## src/rtl/pc_sequencer_pkg.sv

```systemverilog
// Shared definitions for the program-counter sequencer: default widths,
// opcode values and the sequencer state encoding.
package pc_sequencer_pkg;

  // Default geometry of the program store and the return stack
  localparam int ADDR_W      = 8;
  localparam int OP_W        = 4;
  localparam int INSTR_W     = 12;
  localparam int STACK_DEPTH = 4;

  // Opcode field values; 7..E are not listed and execute as NOP
  localparam logic [OP_W-1:0] OP_NOP  = 4'h0;
  localparam logic [OP_W-1:0] OP_JMP  = 4'h1;
  localparam logic [OP_W-1:0] OP_JZ   = 4'h2;
  localparam logic [OP_W-1:0] OP_JNZ  = 4'h3;
  localparam logic [OP_W-1:0] OP_CALL = 4'h4;
  localparam logic [OP_W-1:0] OP_RET  = 4'h5;
  localparam logic [OP_W-1:0] OP_WAIT = 4'h6;
  localparam logic [OP_W-1:0] OP_HALT = 4'hF;

  // Sequencer states
  typedef enum logic [2:0] {
    IDLE   = 3'd0,
    FETCH  = 3'd1,
    EXEC   = 3'd2,
    WAITGO = 3'd3,
    HALTED = 3'd4
  } state_t;

endpackage

```

## src/rtl/pc_sequencer_ret_stack.sv

```systemverilog
// Small LIFO holding return addresses for CALL/RET. The top entry is
// readable combinationally so RET can load it in the same cycle it pops.
module ret_stack
  import pc_sequencer_pkg::*;
#(
  parameter int DEPTH = STACK_DEPTH,
  parameter int WIDTH = ADDR_W
) (
  input  logic             i_Clk,
  input  logic             i_Reset,
  input  logic             i_Push,
  input  logic             i_Pop,
  input  logic [WIDTH-1:0] i_Data,
  output logic [WIDTH-1:0] o_Top,
  output logic             o_Full,
  output logic             o_Empty
);

  localparam int PTR_W = $clog2(DEPTH);

  logic [PTR_W:0]   r_Count;
  logic [WIDTH-1:0] r_Mem [DEPTH];
  logic [PTR_W-1:0] w_WrIdx;
  logic [PTR_W-1:0] w_TopIdx;

  // The low count bits address the next free slot; the top sits one below
  // it, and the modulo wrap makes a full stack read its last slot.
  assign w_WrIdx  = r_Count[PTR_W-1:0];
  assign w_TopIdx = w_WrIdx - PTR_W'(1);
  assign o_Top    = r_Mem[w_TopIdx];
  assign o_Full   = (r_Count == (PTR_W+1)'(DEPTH));
  assign o_Empty  = (r_Count == '0);

  // Occupancy count; reset empties the stack, overfull/underflow requests are refused
  always_ff @(posedge i_Clk) begin
    if (i_Reset) begin
      r_Count <= '0;
    end else if (i_Push && !o_Full) begin
      r_Count <= r_Count + (PTR_W+1)'(1);
    end else if (i_Pop && !o_Empty) begin
      r_Count <= r_Count - (PTR_W+1)'(1);
    end
  end

  // Entry storage; contents are don't-care once the count says they are free
  always_ff @(posedge i_Clk) begin
    if (!i_Reset && i_Push && !o_Full) begin
      r_Mem[w_WrIdx] <= i_Data;
    end
  end

endmodule

```

## src/rtl/pc_sequencer.sv

```systemverilog
// Control-side partner of the 8-bit program counter: fetches the instruction
// at the current counter value, decodes it and drives the counter's
// increment/load controls, with a hardware return stack for CALL/RET.
module pc_sequencer
  import pc_sequencer_pkg::*;
#(
  parameter int ADDR_W      = pc_sequencer_pkg::ADDR_W,
  parameter int INSTR_W     = pc_sequencer_pkg::INSTR_W,
  parameter int STACK_DEPTH = pc_sequencer_pkg::STACK_DEPTH
) (
  input  logic               i_Clk,
  input  logic               i_Reset,
  input  logic               i_Start,
  input  logic               i_Go,
  input  logic               i_Zero,
  input  logic [ADDR_W-1:0]  i_PcIn,
  input  logic [INSTR_W-1:0] i_RomData,
  output logic [ADDR_W-1:0]  o_RomAddr,
  output logic               o_RomRe,
  output logic               o_CountEn,
  output logic               o_Load,
  output logic [ADDR_W-1:0]  o_Target,
  output logic               o_Busy,
  output logic               o_Halted,
  output logic               o_StackErr
);

  state_t            r_State;
  state_t            w_NextState;

  logic [ADDR_W-1:0] r_RomAddr;
  logic [ADDR_W-1:0] r_Target;
  logic              r_StackErr;

  logic [OP_W-1:0]   w_Opcode;
  logic [ADDR_W-1:0] w_Operand;
  logic [ADDR_W-1:0] w_RetAddr;

  logic              w_CountEn;
  logic              w_Load;
  logic [ADDR_W-1:0] w_LoadVal;
  logic              w_Push;
  logic              w_Pop;
  logic              w_SetErr;
  logic              w_RomRe;

  logic [ADDR_W-1:0] w_StackTop;
  logic              w_StackFull;
  logic              w_StackEmpty;

  // Instruction fields and the return address pushed by CALL (wraps at the top)
  assign w_Opcode  = i_RomData[INSTR_W-1 -: OP_W];
  assign w_Operand = i_RomData[ADDR_W-1:0];
  assign w_RetAddr = i_PcIn + ADDR_W'(1);

  ret_stack #(
    .DEPTH (STACK_DEPTH),
    .WIDTH (ADDR_W)
  ) u_RetStack (
    .i_Clk   (i_Clk),
    .i_Reset (i_Reset),
    .i_Push  (w_Push),
    .i_Pop   (w_Pop),
    .i_Data  (w_RetAddr),
    .o_Top   (w_StackTop),
    .o_Full  (w_StackFull),
    .o_Empty (w_StackEmpty)
  );

  // State register
  always_ff @(posedge i_Clk) begin
    if (i_Reset) begin
      r_State <= IDLE;
    end else begin
      r_State <= w_NextState;
    end
  end

  // Next state and per-cycle pulses; a pending reset suppresses every pulse
  always_comb begin
    w_NextState = r_State;
    w_CountEn   = 1'b0;
    w_Load      = 1'b0;
    w_LoadVal   = r_Target;
    w_Push      = 1'b0;
    w_Pop       = 1'b0;
    w_SetErr    = 1'b0;
    w_RomRe     = 1'b0;
    if (!i_Reset) begin
      case (r_State)
        IDLE: begin
          if (i_Start) begin
            w_NextState = FETCH;
          end
        end
        FETCH: begin
          w_RomRe     = 1'b1;
          w_NextState = EXEC;
        end
        EXEC: begin
          w_NextState = FETCH;
          case (w_Opcode)
            OP_NOP: begin
              w_CountEn = 1'b1;
            end
            OP_JMP: begin
              w_Load    = 1'b1;
              w_LoadVal = w_Operand;
            end
            OP_JZ: begin
              if (i_Zero) begin
                w_Load    = 1'b1;
                w_LoadVal = w_Operand;
              end else begin
                w_CountEn = 1'b1;
              end
            end
            OP_JNZ: begin
              if (!i_Zero) begin
                w_Load    = 1'b1;
                w_LoadVal = w_Operand;
              end else begin
                w_CountEn = 1'b1;
              end
            end
            OP_CALL: begin
              if (w_StackFull) begin
                w_SetErr    = 1'b1;
                w_NextState = HALTED;
              end else begin
                w_Push    = 1'b1;
                w_Load    = 1'b1;
                w_LoadVal = w_Operand;
              end
            end
            OP_RET: begin
              if (w_StackEmpty) begin
                w_SetErr    = 1'b1;
                w_NextState = HALTED;
              end else begin
                w_Pop     = 1'b1;
                w_Load    = 1'b1;
                w_LoadVal = w_StackTop;
              end
            end
            OP_WAIT: begin
              w_NextState = WAITGO;
            end
            OP_HALT: begin
              w_NextState = HALTED;
            end
            default: begin
              w_CountEn = 1'b1;
            end
          endcase
        end
        WAITGO: begin
          if (i_Go) begin
            w_CountEn   = 1'b1;
            w_NextState = FETCH;
          end
        end
        HALTED: begin
          w_NextState = HALTED;
        end
        default: begin
          w_NextState = IDLE;
        end
      endcase
    end
  end

  // Registered outputs: ROM address captured in FETCH, last load target, sticky stack error
  always_ff @(posedge i_Clk) begin
    if (i_Reset) begin
      r_RomAddr  <= '0;
      r_Target   <= '0;
      r_StackErr <= 1'b0;
    end else begin
      if (r_State == FETCH) begin
        r_RomAddr <= i_PcIn;
      end
      if (w_Load) begin
        r_Target <= w_LoadVal;
      end
      if (w_SetErr) begin
        r_StackErr <= 1'b1;
      end
    end
  end

  assign o_RomAddr  = r_RomAddr;
  assign o_RomRe    = w_RomRe;
  assign o_CountEn  = w_CountEn;
  assign o_Load     = w_Load;
  assign o_Target   = w_LoadVal;
  assign o_Busy     = (r_State == FETCH) || (r_State == EXEC) || (r_State == WAITGO);
  assign o_Halted   = (r_State == HALTED);
  assign o_StackErr = r_StackErr;

endmodule

```

## config.mk

```make
export PLATFORM = sky130hd
export DESIGN_NAME = pc_sequencer
export DESIGN_NICKNAME = d
export VERILOG_FILES = /design/src/rtl/pc_sequencer_pkg.sv /design/src/rtl/pc_sequencer_ret_stack.sv /design/src/rtl/pc_sequencer.sv
export SDC_FILE = /design/constraint.sdc
export NUM_CORES = 1
export LEC_CHECK = 0
export CORE_ASPECT_RATIO = 0.9
export CORE_MARGIN = 2
export CORE_UTILIZATION = 51
export CTS_BUF_LIST = sky130_fd_sc_hd__clkbuf_4
export CTS_CLUSTER_SIZE = 14
export DETAILED_ROUTE_END_ITERATION = 7
export PLACE_DENSITY_LB_ADDON = 0.08
export SLEW_MARGIN = 20
export SYNTH_ARGS = -nofsm -noshare
export SYNTH_HDL_FRONTEND = slang
export SYNTH_SLANG_ARGS = --single-unit
export TNS_END_PERCENT = 1
```

## constraint.sdc

```tcl
create_clock -name i_Clk -period 3.4 [get_ports i_Clk]
set_input_delay 1.02 -clock i_Clk [delete_from_list [all_inputs] [get_ports i_Clk]]
set_output_delay 1.02 -clock i_Clk [all_outputs]
set_load 0.01 [all_outputs]
```

==> flow_summary.toml <==
[finish]
antennaDiodeCount = 0
layoutNonFillerInstCount = 463
syn_to_final_growth_pct = 32.4
final_cell_area_um2 = 4210
drive_gt1_share_pct = 31.7
fin_nets = 421

[synth]
synth_nets = 327
synth-xor-area-share_pct = 2.48
ys.flop_type = "edfxtp_1"
synth_fa_ha_area_share_pct = 2.60
synth_area_per_cell_um2 = 10.7
synth-simple-area-share_pct = 16.7
synth_edf_count = 32
ys_ff_latch = 55
ys_seq_area_share_pct = 44.7
synth_area_um2 = 3180
synth-compound-area-share_pct = 17.6
ys_warn_count = 0
post_synth_num_cell_types = 50
synth.area.mux_share_pct = 11.7
async_flop_share_pct = 0
synth_top_family_by_area = "compound AO/OA/AOI/OAI gates"
syn_inst = 296

[sta]
final_max_slew_viol_count = 0
skew_ns = 0.0145
fin_crit_sh_pct = 103
tightest_slew_ns = 0.466
setup_viol = 6
final.setup.tns_ns = -0.343
fin_ws_ns = -0.0995
min_period_ns = 3.50
slew_headroom_pct = 68.9
hold_viol = 0
timing.fmax_mhz = 286
rsz0062_at_grt = "yes"

[drt]
antenna_left = 0
wl_um = 8440
num_vias = 2724
vias_per_cell = 5.88
drt_first_pass_iters = 4
drc = 0
wl_per_cell_um = 18.2
drt_iter0_drc = 263

[status]
status = "finished with violations"
violations = "setup timing"

[power]
power.internal_uw = 940
power.density_nw_per_um2 = 309
p_seq_share_pct = 56.3
vdd_drop_max_uv = 203
p_switching_uw = 358
clkPwrFrac_pct = 23.1
cellLeakagePower_nw = 1.65
sw_frac_of_total_pct = 27.6
combinationalPowerShare_pct = 20.5

[clock_tree]
cts-hold-fix-buffers = 0
htree_num_levels = 2
cts.sinks = 55
clockRootBuffer = "clkbuf_4"
clock_latency_ns = 0.37
clockBufferDepth = 2
clk_pin_slew_ns = 0.16
cts_made_buffers = 5
cts_tree = "yes"

[grt]
grt-ovfl-total = 0
antenna_found_initial = 0
grt_pass1_wl_um = 13500
grt_pass1_vias = 2680
grt_max_degree = 21
track_usage_pct = 25.6

[setup_path]
r2r_slack_ns = 0.91
endpoint_kind = "primary output"
rr_startpoint = "u_RetStack.r_Count[0]"
rr_worst_depth = 11
required_ns = 2.38
start_kind = "input pin"
r2r_end = "u_RetStack.r_Count[2]"
critical_path_class = "in -> out"
worst_ep_arrival_time_ns = 2.48
critPathMaxFanout = 9

[die]
fp-row-count = 27
core_area_um2 = 6080
die_h_um = 78.9
start_util_pct = 52.3
ios = 47
die_x_um = 87.2
dieArea_um2 = 6880

[placed_design]
placed_cells = 448
dpl.hpwl_um = 5850
gp_congestion = 0.821
place_area_um2 = 4050
port_buffers = 46

[worst_hold_path]
whs_path_depth = 2
hp-start = "r_Target[0]"
min_to = "r_Target[0]"
hold_path.class = "reg -> reg"

[job]
cap_violations = 0
## synth_stat cells, types with 2 or more instances
master | n | share of area (%)
nand2_1 | 22 | 2.6
nor3b_1 | 4 | 0.94
and2_1 | 3 | 0.59
buf_6 | 3 | 1.1
a211oi_1 | 9 | 2.1
mux2_2 | 8 | 2.8
dfxtp_1 | 23 | 14
nand3_1 | 5 | 0.79
xnor2_1 | 6 | 1.7
inv_1 | 5 | 0.59
a21oi_1 | 7 | 1.1
and3_1 | 27 | 5.3
a311oi_1 | 10 | 2.8
nand2b_1 | 2 | 0.39
a31oi_1 | 5 | 0.98
o2bb2ai_1 | 15 | 4.1
a21boi_1 | 2 | 0.47
o31ai_1 | 2 | 0.47
and3_2 | 3 | 0.71
ha_1 | 5 | 2.0
buf_2 | 3 | 0.47
o21ai_0 | 13 | 2.0
edfxtp_1 | 32 | 30
o211ai_1 | 2 | 0.47
xor2_1 | 3 | 0.83
clkbuf_1 | 15 | 1.8
a22o_1 | 2 | 0.55
mux4_2 | 8 | 5.7
mux2i_1 | 9 | 2.8
buf_1 | 2 | 0.24
nor2_1 | 22 | 2.6
## registers in the layout, indices dropped and copies added (netlist names)
register,cells
u_RetStack.r_Mem,32
o_RomAddr,8
r_Target,8
r_State,3
u_RetStack.r_Count,3
o_StackErr,1
## through the flow
step	total power, mW	hold slack (ns)	utilization, %	setup WS (ns)
after floorplan	0.866	0.454	-	0.00340
after global placement	0.995	0.474	66.6	-0.879
after detailed placement	0.999	0.465	66.6	-0.905
after CTS	1.30	0.507	68.7	-0.0887
after global routing	1.36	0.528	69.2	-0.119
final	1.30	0.510	69.2	-0.0995
## worst max path at each step
stage	start	endpoint	slack [ns]	cells after the start
2_1_floorplan	i_Reset	o_Target[0]	0.003	5
3_3_place_gp	i_Reset	o_Load	-0.88	7
3_5_place_dp	i_Reset	o_Load	-0.90	7
4_1_cts	i_RomData[8]	o_Target[0]	-0.09	8
5_1_grt	i_RomData[8]	o_Target[0]	-0.12	8
6_report	i_RomData[8]	o_Target[0]	-0.1	8
## power groups by stage
stage                     clock [mW]  sequential (mW)  combinational [mW]
final                          0.300            0.731               0.267
after global routing           0.334            0.734               0.289
after CTS                      0.306            0.731               0.261
after detailed placement           0            0.746               0.253
after global placement             0            0.745               0.250
after floorplan                    0            0.745               0.121
## cell type report
class	count	area, um2
multi-input cells	213	1710
repair buffers	109	900
clock inverters	3	22.5
inverters	6	22.5
fillers	498	1870
clock buffers	5	37.5
flip-flops and latches	55	1420
well taps	72	90.1
## placed cells by master, fill, tap and decap left out, drive strengths merged, types with 7 or more instances in the layout
cell type      count
and3              30
a311oi            10
mux4               8
inv                8
nor2              22
a21oi              7
clkdlybuf4s50     30
nand2             22
mux2               9
o2bb2ai           15
dfxtp             23
edfxtp            32
mux2i              9
o21ai             13
a211oi             9
buf               76
## layer usage
metal  wire length [um]  share of wire [%]  up-vias  track usage, %
met5                  0                  0        -               0
met2               4100                 49      100            40.4
met1               3720                 44     1287            36.8
met4                104                1.2        0            7.54
met3                506                6.0        8            3.64
li1                   -                  -     1329               -
## critical path: stages
cell and delay (ns):
buf_2 0.14, buf_4 0.14, and4bb_2 0.25, buf_6 0.14, and3_1 0.16, a311o_1 0.29
a22o_1 0.20, buf_2 0.14
## what timing repair did
item,CTS,global route
endpoints found under the hold margin,0,0
buffers inserted,6,0
cloned,1,0
endpoints found under the setup margin,11,10
pin swaps,9,1
gates resized for setup,74,10
## cells by family (layout without fill, tap and decap cells)
family | Yosys count | after routing
multiplexers | 26 | 26
XOR/XNOR | 9 | 9
flip-flops | 55 | 55
AO/OA/AOI/OAI | 74 | 74
AND/OR/NAND/NOR | 97 | 98
buffers and inverters | 29 | 123
adder cells (fa/ha/maj) | 6 | 6
Power figures use the tool's default switching activity.
